### src/rtl/video_switch_pkg.sv
// Shared definitions for the video source switch: sequencer states,
// CPU register offsets and STATUS/CTRL bit positions.
package video_switch_pkg;

  typedef enum logic [1:0] {
    ST_IDLE      = 2'd0,
    ST_WAIT_EDGE = 2'd1,
    ST_BLANK     = 2'd2
  } switchState_e;

  localparam logic [7:0] CTRL_OFS   = 8'd0;
  localparam logic [7:0] FRAMES_OFS = 8'd1;

  localparam int CTRL_OVR_BIT = 7;

  localparam int STAT_BUSY_BIT = 7;
  localparam int STAT_IRQ_BIT  = 6;
  localparam int STAT_ERR_BIT  = 5;
  localparam int STAT_OVR_BIT  = 4;

  function automatic logic [7:0] packStatus(
    input logic       busyBit,
    input logic       irqBit,
    input logic       errBit,
    input logic       ovrBit,
    input logic [2:0] activeSrc
  );
    logic [7:0] stat;
    stat                = 8'd0;
    stat[STAT_BUSY_BIT] = busyBit;
    stat[STAT_IRQ_BIT]  = irqBit;
    stat[STAT_ERR_BIT]  = errBit;
    stat[STAT_OVR_BIT]  = ovrBit;
    stat[2:0]           = activeSrc;
    return stat;
  endfunction

endpackage

### src/rtl/sync_2ff.sv
// Two-flop synchroniser for a single asynchronous level input.
module sync_2ff (
  input  logic clk,
  input  logic reset,
  input  logic d,
  output logic q
);

  logic meta_r;
  logic sync_r;

  // Metastability chain; resets to the deasserted level.
  always_ff @(posedge clk or negedge reset) begin
    if (!reset) begin
      meta_r <= 1'b0;
      sync_r <= 1'b0;
    end else begin
      meta_r <= d;
      sync_r <= meta_r;
    end
  end

  assign q = sync_r;

endmodule

### src/rtl/video_source_switch.sv
// CPU-controlled video source selector. Source changes wait for a frame
// boundary on the old source, then blank the picture for BLANK_FRAMES frames.
module video_source_switch
  import video_switch_pkg::*;
#(
  parameter int         NUM_SOURCES    = 2,
  parameter int         COLOR_WIDTH    = 1,
  parameter logic [7:0] PORT_BASE      = 8'h84,
  parameter int         BLANK_FRAMES   = 1,
  parameter int         TIMEOUT_CYCLES = 32'd1048576
) (
  input  logic                               clk,
  input  logic                               reset,
  input  logic [7:0]                         port_id,
  input  logic                               write_strobe,
  input  logic                               read_strobe,
  input  logic [7:0]                         out_port,
  output logic [7:0]                         in_port,
  input  logic                               mode_switch,
  input  logic [NUM_SOURCES-1:0]             src_hsync,
  input  logic [NUM_SOURCES-1:0]             src_vsync,
  input  logic [NUM_SOURCES*COLOR_WIDTH-1:0] src_r,
  input  logic [NUM_SOURCES*COLOR_WIDTH-1:0] src_g,
  input  logic [NUM_SOURCES*COLOR_WIDTH-1:0] src_b,
  output logic                               hsync,
  output logic                               vsync,
  output logic [COLOR_WIDTH-1:0]             r,
  output logic [COLOR_WIDTH-1:0]             g,
  output logic [COLOR_WIDTH-1:0]             b,
  output logic                               busy,
  output logic                               irq
);

  localparam int               TW           = $clog2(TIMEOUT_CYCLES + 1);
  localparam logic [TW-1:0]    TIMEOUT_LAST = TW'(TIMEOUT_CYCLES - 1);
  localparam logic [3:0]       BLANK_LOAD   = 4'(BLANK_FRAMES);
  localparam logic [3:0]       NUM_SRC4     = 4'(NUM_SOURCES);
  localparam logic [7:0]       ADDR_CTRL    = PORT_BASE + CTRL_OFS;
  localparam logic [7:0]       ADDR_FRAMES  = PORT_BASE + FRAMES_OFS;

  switchState_e         state_r;
  switchState_e         stateNext_s;
  logic [2:0]           active_r;
  logic [2:0]           activeNext_s;
  logic [2:0]           request_r;
  logic [2:0]           effReq_s;
  logic                 override_r;
  logic                 err_r;
  logic [7:0]           frames_r;
  logic [TW-1:0]        timeoutCnt_r;
  logic [TW-1:0]        timeoutNext_s;
  logic [3:0]           blankCnt_r;
  logic [3:0]           blankNext_s;
  logic                 prevVsync_r;
  logic                 vsFall_s;
  logic                 irqSet_s;
  logic                 modeSync_s;
  logic                 ctrlWr_s;
  logic                 clrWr_s;
  logic                 reqValid_s;
  logic                 unusedCtrlBits_s;

  // Sources padded to eight so a 3-bit index is always in range.
  logic [7:0]             hsAll_s;
  logic [7:0]             vsAll_s;
  logic [COLOR_WIDTH-1:0] rAll_s [8];
  logic [COLOR_WIDTH-1:0] gAll_s [8];
  logic [COLOR_WIDTH-1:0] bAll_s [8];

  for (genvar k = 0; k < 8; k++) begin : g_pad
    if (k < NUM_SOURCES) begin : g_src
      assign hsAll_s[k] = src_hsync[k];
      assign vsAll_s[k] = src_vsync[k];
      assign rAll_s[k]  = src_r[k*COLOR_WIDTH +: COLOR_WIDTH];
      assign gAll_s[k]  = src_g[k*COLOR_WIDTH +: COLOR_WIDTH];
      assign bAll_s[k]  = src_b[k*COLOR_WIDTH +: COLOR_WIDTH];
    end else begin : g_none
      assign hsAll_s[k] = 1'b1;
      assign vsAll_s[k] = 1'b1;
      assign rAll_s[k]  = {COLOR_WIDTH{1'b0}};
      assign gAll_s[k]  = {COLOR_WIDTH{1'b0}};
      assign bAll_s[k]  = {COLOR_WIDTH{1'b0}};
    end
  end

  sync_2ff uModeSync (
    .clk   (clk),
    .reset (reset),
    .d     (mode_switch),
    .q     (modeSync_s)
  );

  assign ctrlWr_s         = write_strobe && (port_id == ADDR_CTRL);
  assign clrWr_s          = write_strobe && (port_id == ADDR_FRAMES);
  assign reqValid_s       = ({1'b0, out_port[2:0]} < NUM_SRC4);
  assign unusedCtrlBits_s = ^out_port[6:3];
  assign effReq_s         = override_r ? {2'b00, modeSync_s} : request_r;
  // Frame edges seen during a CPU read are deliberately dropped.
  assign vsFall_s         = prevVsync_r && !vsAll_s[active_r] && !read_strobe;

  // Switch sequencer next-state logic.
  always_comb begin
    stateNext_s   = state_r;
    activeNext_s  = active_r;
    timeoutNext_s = timeoutCnt_r;
    blankNext_s   = blankCnt_r;
    irqSet_s      = 1'b0;
    case (state_r)
      ST_IDLE: begin
        if (effReq_s != active_r) begin
          stateNext_s   = ST_WAIT_EDGE;
          timeoutNext_s = {TW{1'b0}};
        end else begin
          stateNext_s   = ST_IDLE;
        end
      end
      ST_WAIT_EDGE: begin
        if (vsFall_s || (timeoutCnt_r == TIMEOUT_LAST)) begin
          activeNext_s = effReq_s;
          blankNext_s  = BLANK_LOAD;
          stateNext_s  = ST_BLANK;
        end else begin
          timeoutNext_s = timeoutCnt_r + TW'(1);
        end
      end
      ST_BLANK: begin
        if (vsFall_s) begin
          if (blankCnt_r <= 4'd1) begin
            blankNext_s = 4'd0;
            stateNext_s = ST_IDLE;
            irqSet_s    = 1'b1;
          end else begin
            blankNext_s = blankCnt_r - 4'd1;
          end
        end else begin
          blankNext_s = blankCnt_r;
        end
      end
      default: begin
        stateNext_s = ST_IDLE;
      end
    endcase
  end

  // Sequencer registers, edge history and frame counter.
  always_ff @(posedge clk or negedge reset) begin
    if (!reset) begin
      state_r      <= ST_IDLE;
      active_r     <= 3'd0;
      timeoutCnt_r <= {TW{1'b0}};
      blankCnt_r   <= 4'd0;
      prevVsync_r  <= 1'b1;
      busy         <= 1'b0;
      frames_r     <= 8'd0;
    end else begin
      state_r      <= stateNext_s;
      active_r     <= activeNext_s;
      timeoutCnt_r <= timeoutNext_s;
      blankCnt_r   <= blankNext_s;
      // On a commit this samples the new source, so its first edge is clean.
      prevVsync_r  <= vsAll_s[activeNext_s];
      busy         <= (stateNext_s != ST_IDLE);
      if (vsFall_s) begin
        frames_r <= frames_r + 8'd1;
      end
    end
  end

  // CPU-visible control: request, override, sticky err and irq.
  always_ff @(posedge clk or negedge reset) begin
    if (!reset) begin
      request_r  <= 3'd0;
      override_r <= 1'b0;
      err_r      <= 1'b0;
      irq        <= 1'b0;
    end else begin
      if (ctrlWr_s) begin
        override_r <= out_port[CTRL_OVR_BIT];
        if (reqValid_s) begin
          request_r <= out_port[2:0];
        end else begin
          err_r <= 1'b1;
        end
      end else if (clrWr_s) begin
        err_r <= 1'b0;
      end
      if (irqSet_s) begin
        irq <= 1'b1;
      end else if (clrWr_s) begin
        irq <= 1'b0;
      end
    end
  end

  // Registered video path, blanked while the new source settles.
  always_ff @(posedge clk or negedge reset) begin
    if (!reset) begin
      hsync <= 1'b1;
      vsync <= 1'b1;
      r     <= {COLOR_WIDTH{1'b0}};
      g     <= {COLOR_WIDTH{1'b0}};
      b     <= {COLOR_WIDTH{1'b0}};
    end else begin
      hsync <= hsAll_s[activeNext_s];
      vsync <= vsAll_s[activeNext_s];
      if (stateNext_s == ST_BLANK) begin
        r <= {COLOR_WIDTH{1'b0}};
        g <= {COLOR_WIDTH{1'b0}};
        b <= {COLOR_WIDTH{1'b0}};
      end else begin
        r <= rAll_s[activeNext_s];
        g <= gAll_s[activeNext_s];
        b <= bAll_s[activeNext_s];
      end
    end
  end

  // CPU read mux.
  always_comb begin
    case (port_id)
      ADDR_CTRL:   in_port = packStatus(busy, irq, err_r, override_r, active_r);
      ADDR_FRAMES: in_port = frames_r;
      default:     in_port = 8'd0;
    endcase
  end

endmodule

### config.mk
export PLATFORM = sky130hd
export DESIGN_NAME = video_source_switch
export DESIGN_NICKNAME = d
export VERILOG_FILES = /design/src/rtl/video_switch_pkg.sv /design/src/rtl/sync_2ff.sv /design/src/rtl/video_source_switch.sv
export SDC_FILE = /design/constraint.sdc
export NUM_CORES = 1
export LEC_CHECK = 0
export CAP_MARGIN = 20
export CORE_MARGIN = 8
export CORE_UTILIZATION = 57
export DETAILED_ROUTE_END_ITERATION = 7
export PLACE_DENSITY_LB_ADDON = 0.25
export REMOVE_ABC_BUFFERS = 1
export SLEW_MARGIN = 20
export SYNTH_ARGS = -nofsm -noshare
export SYNTH_HDL_FRONTEND = slang
export SYNTH_SLANG_ARGS = --single-unit
### constraint.sdc
create_clock -name clk -period 7 [get_ports clk]
set_clock_uncertainty 0.15 [all_clocks]
set_input_delay 1.4 -clock clk [delete_from_list [all_inputs] [get_ports clk]]
set_output_delay 1.4 -clock clk [all_outputs]
set_load 0.05 [all_outputs]
==> summary.txt <==
result of the run -> finished, final reports clean
width of the chip -> 84.7 um
final core utilization -> 70.2%
simple logic cell fraction of the synthesized area -> 24.2%
maximum fanout along the worst path -> 7
Vert. Die Dim -> 84.7 um
Synth Area in XOR/XNOR -> 2.93%
Congestion Overflow GR -> 0
share of the clock period used by the worst path after layout -> 72.1%
number of cell instances on the worst register-to-register path -> 6
relative contribution of the clock network to total power -> 21.1%
Mapped Avg Cell Area -> 9.66 um2
largest net degree at the start of global routing -> 53
setup slack of the worst register-to-register path -> 4.33 ns
final setup violation count -> 0
die area -> 0.00718 mm2
Pre-Repair DR Iteration Count -> 4
sink of the worst hold path -> uModeSync.q
clock period minus worst slack -> 5.05 ns
worst reg2reg startpoint -> override_r
transition at the pin with the smallest max-transition slack -> 0.745 ns
global routing usage summed across all routing layers -> 16.7%
most instantiated cells after synthesis -> sky130_fd_sc_hd__dfrtp_1 (50), sky130_fd_sc_hd__nand2_1 (39), sky130_fd_sc_hd__nor2_1 (26), sky130_fd_sc_hd__mux2i_1 (16), sky130_fd_sc_hd__nand3_1 (15)
Slew headroom -> 50.2%
RSZ-0062 raised after global routing -> false
CTS Sinks -> 52
worst hold path type -> register to register
number of filler instances in the final layout -> 368
worst hold path cell count -> 0
share of cells above drive strength 1 -> 5.90%
top cells by area in the synthesized netlist -> sky130_fd_sc_hd__dfrtp_1 (46%), sky130_fd_sc_hd__mux2i_1 (5.9%), sky130_fd_sc_hd__nand2_1 (5.4%)
power share of the sequential group -> 42.8%
Sequential Area -> 0.00130 mm2
Syn Inst Count -> 279
leakage dissipation -> 1.40 nW
most used standard cell by instance count after synthesis -> sky130_fd_sc_hd__dfrtp_1
Net Sw Power -> 0.365 mW
distinct cell type count of the synthesized netlist -> 47
average via count per standard cell -> 5.92
root buf cell -> sky130_fd_sc_hd__clkbuf_8
Yosys Warn Count -> 0
TritonCTS Buffers -> 5
relative area change from synthesis to final layout -> 20.7%
flop and latch count out of synthesis -> 52
sequential fraction of the synthesis area -> 48.4%
final estimated routing congestion in global placement -> 0.815
Net Sw Frac -> 38.3%
hold path startpoint -> uModeSync.meta_r
final wirelength -> 5740 um
clock-pin slew on the worst setup and hold paths -> 0.09 ns
Max Freq -> 198 MHz
cell area after synthesis -> 0.00269 mm2
share of Yosys cell area claimed by the top area cell type -> 46.4%
Crit. End Element -> output port
number of enable flip-flop cells after synthesis -> 0
# diodes -> 0
Max Cap Violations -> 0
number of input and output port buffers inserted -> 41
cell taking the most area after synthesis -> sky130_fd_sc_hd__dfrtp_1
clock tree from TritonCTS -> yes
vias in the first global route -> 2,158
Total Nets Final -> 356
vias after detailed routing -> 2,225
total count of max-transition violations in the final report -> 0
Final Hold Violating Endpoints -> 0
post-detailed-route DRC marker count -> 0
startpoint type of the worst setup path -> primary input
count of nets left with antenna violations after detail routing -> 0
I/O pin cnt -> 46
Main synth FF type -> sky130_fd_sc_hd__dfrtp_1
largest family of logic cells by synthesized area -> simple AND/OR/NAND/NOR gates
Initial DRC Count -> 132
Post-CTS Hold Buffers -> 0
Starting Density -> 58.2%
Fin Setup TNS -> 0 ns
average wire per cell in the routed design -> 15.3 um
clock latency reported for the late side of the worst-skew pair -> 0.30 ns
DPL Wire Length -> 4290 um
required time of the critical path -> 5.45 ns
part of the power in combinational logic -> 36.1%
fraction of the mapped netlist area in compound gates -> 12.1%
arrival time at the worst endpoint -> 3.50 ns
core area -> 0.00463 mm2
Int Pwr -> 0.589 mW
number of antenna violations at the first check in global routing -> 0
total design power -> 0.955 mW
number of gates resized after CTS -> 0
global-route wire length before repair -> 9770 um
share of flip-flops with an asynchronous set or reset -> 100%
area used by multi-input combinational logic -> 0.00133 mm2
ratio of total power to cell area -> 294 mW/mm2
Max clock buf depth -> 2
Crit Path Class -> primary input to output port
share of cell area taken by muxes after synthesis -> 8.17%
H-tree levels -> 2
post-synthesis share of cell area spent on full adders, half adders and majority gates -> 1.86%
end of the worst register-to-register path -> timeoutCnt_r[3]
total number of placement rows -> 25
VDD IR max -> 0.248 mV
post-CTS setup buffers -> 0
[layout make-up]
cell class / count / area share [%]
Multi-Input combinational cell: 211 / 40.8
Sequential cell: 52 / 40.1
Timing Repair Buffer: 42 / 12.7
Clock buffer: 6 / 2.23
Tap cell: 54 / 2.08
Clock inverter: 2 / 1.08
Inverter: 9 / 1.04
[cell usage in the layout (no fill, tap or decap), drive strengths merged, types with 2 or more instances in the layout]
cell type / count
nand2: 39
o21ai: 10
mux2i: 16
o211ai: 6
clkdlybuf4s50: 40
nor2: 26
and3: 3
nor4: 3
inv: 9
nand2b: 6
ha: 4
buf: 2
nor4b: 2
dfstp: 2
xor2: 4
o31ai: 4
o21a: 3
nand4: 6
clkbuf: 6
nor3: 7
and2: 3
nand3: 16
mux2: 5
a21oi: 11
xnor2: 5
a32o: 2
nor2b: 3
or3: 5
dfrtp: 50
or4: 7
[through the flow]
stage	worst slack, ns	hold WS, ns	cell area [um2]	cells
2_1_floorplan	2.79	0.181	2660	272
3_3_place_gp	1.98	0.184	3140	368
3_5_place_dp	1.93	0.188	3140	368
4_1_cts	1.93	0.219	3250	376
5_1_grt	1.75	0.228	3250	376
6_report	1.95	0.217	3250	376
[power groups by stage]
stage	registers [mW]	clock network (mW)	logic (mW)
after global routing	0.416	0.214	0.377
after CTS	0.408	0.205	0.348
after floorplan	0.467	0	0.176
final	0.408	0.201	0.345
after detailed placement	0.413	0	0.346
after global placement	0.411	0	0.340
[flip-flops by register name (all words and copies together), names as in the netlist]
register / flops
active_r: 3
b: 1
blankCnt_r: 4
busy: 1
err_r: 1
frames_r: 8
g: 1
hsync: 1
irq: 1
override_r: 1
r: 1
request_r: 3
state_r: 2
timeoutCnt_r: 21
uModeSync.meta_r: 1
uModeSync.q: 1
vsync: 1
[worst max-delay path: stages]
cell,delay (ns)
sky130_fd_sc_hd__clkdlybuf4s50_1,0.40
sky130_fd_sc_hd__nor4b_1,0.35
sky130_fd_sc_hd__nand3_1,0.31
sky130_fd_sc_hd__nor2_1,0.20
sky130_fd_sc_hd__clkdlybuf4s50_1,0.83
[worst max-delay path by stage]
stage,start,to,slack (ns),cells after the start
finish,port_id[6],in_port[4],1.95,5
global route,port_id[6],in_port[4],1.75,5
CTS,port_id[6],in_port[4],1.93,5
detailed placement,port_id[6],in_port[4],1.93,5
global placement,port_id[6],in_port[4],1.98,5
floorplan,port_id[6],in_port[0],2.79,3
[cells by family (layout without fill, tap and decap cells)]
group	after synthesis	after routing
AOI/OAI and AO/OA	47	47
xor gates and xnor gates	9	9
adders and majority gates	4	4
buffers and inverters	16	59
DFF	52	52
muxes	21	21
and+or+nand+nor	130	130
[per-layer routing]
metal	GRT usage (%)	vias to the layer above	part of all wire, %
met3	5.66	8	6.2
met1	20.0	1083	45
met5	0	-	0
met2	26.8	49	48
met4	6.31	0	1.6
li1	-	1085	-
No activity file was read; power rests on OpenSTA's default activity.
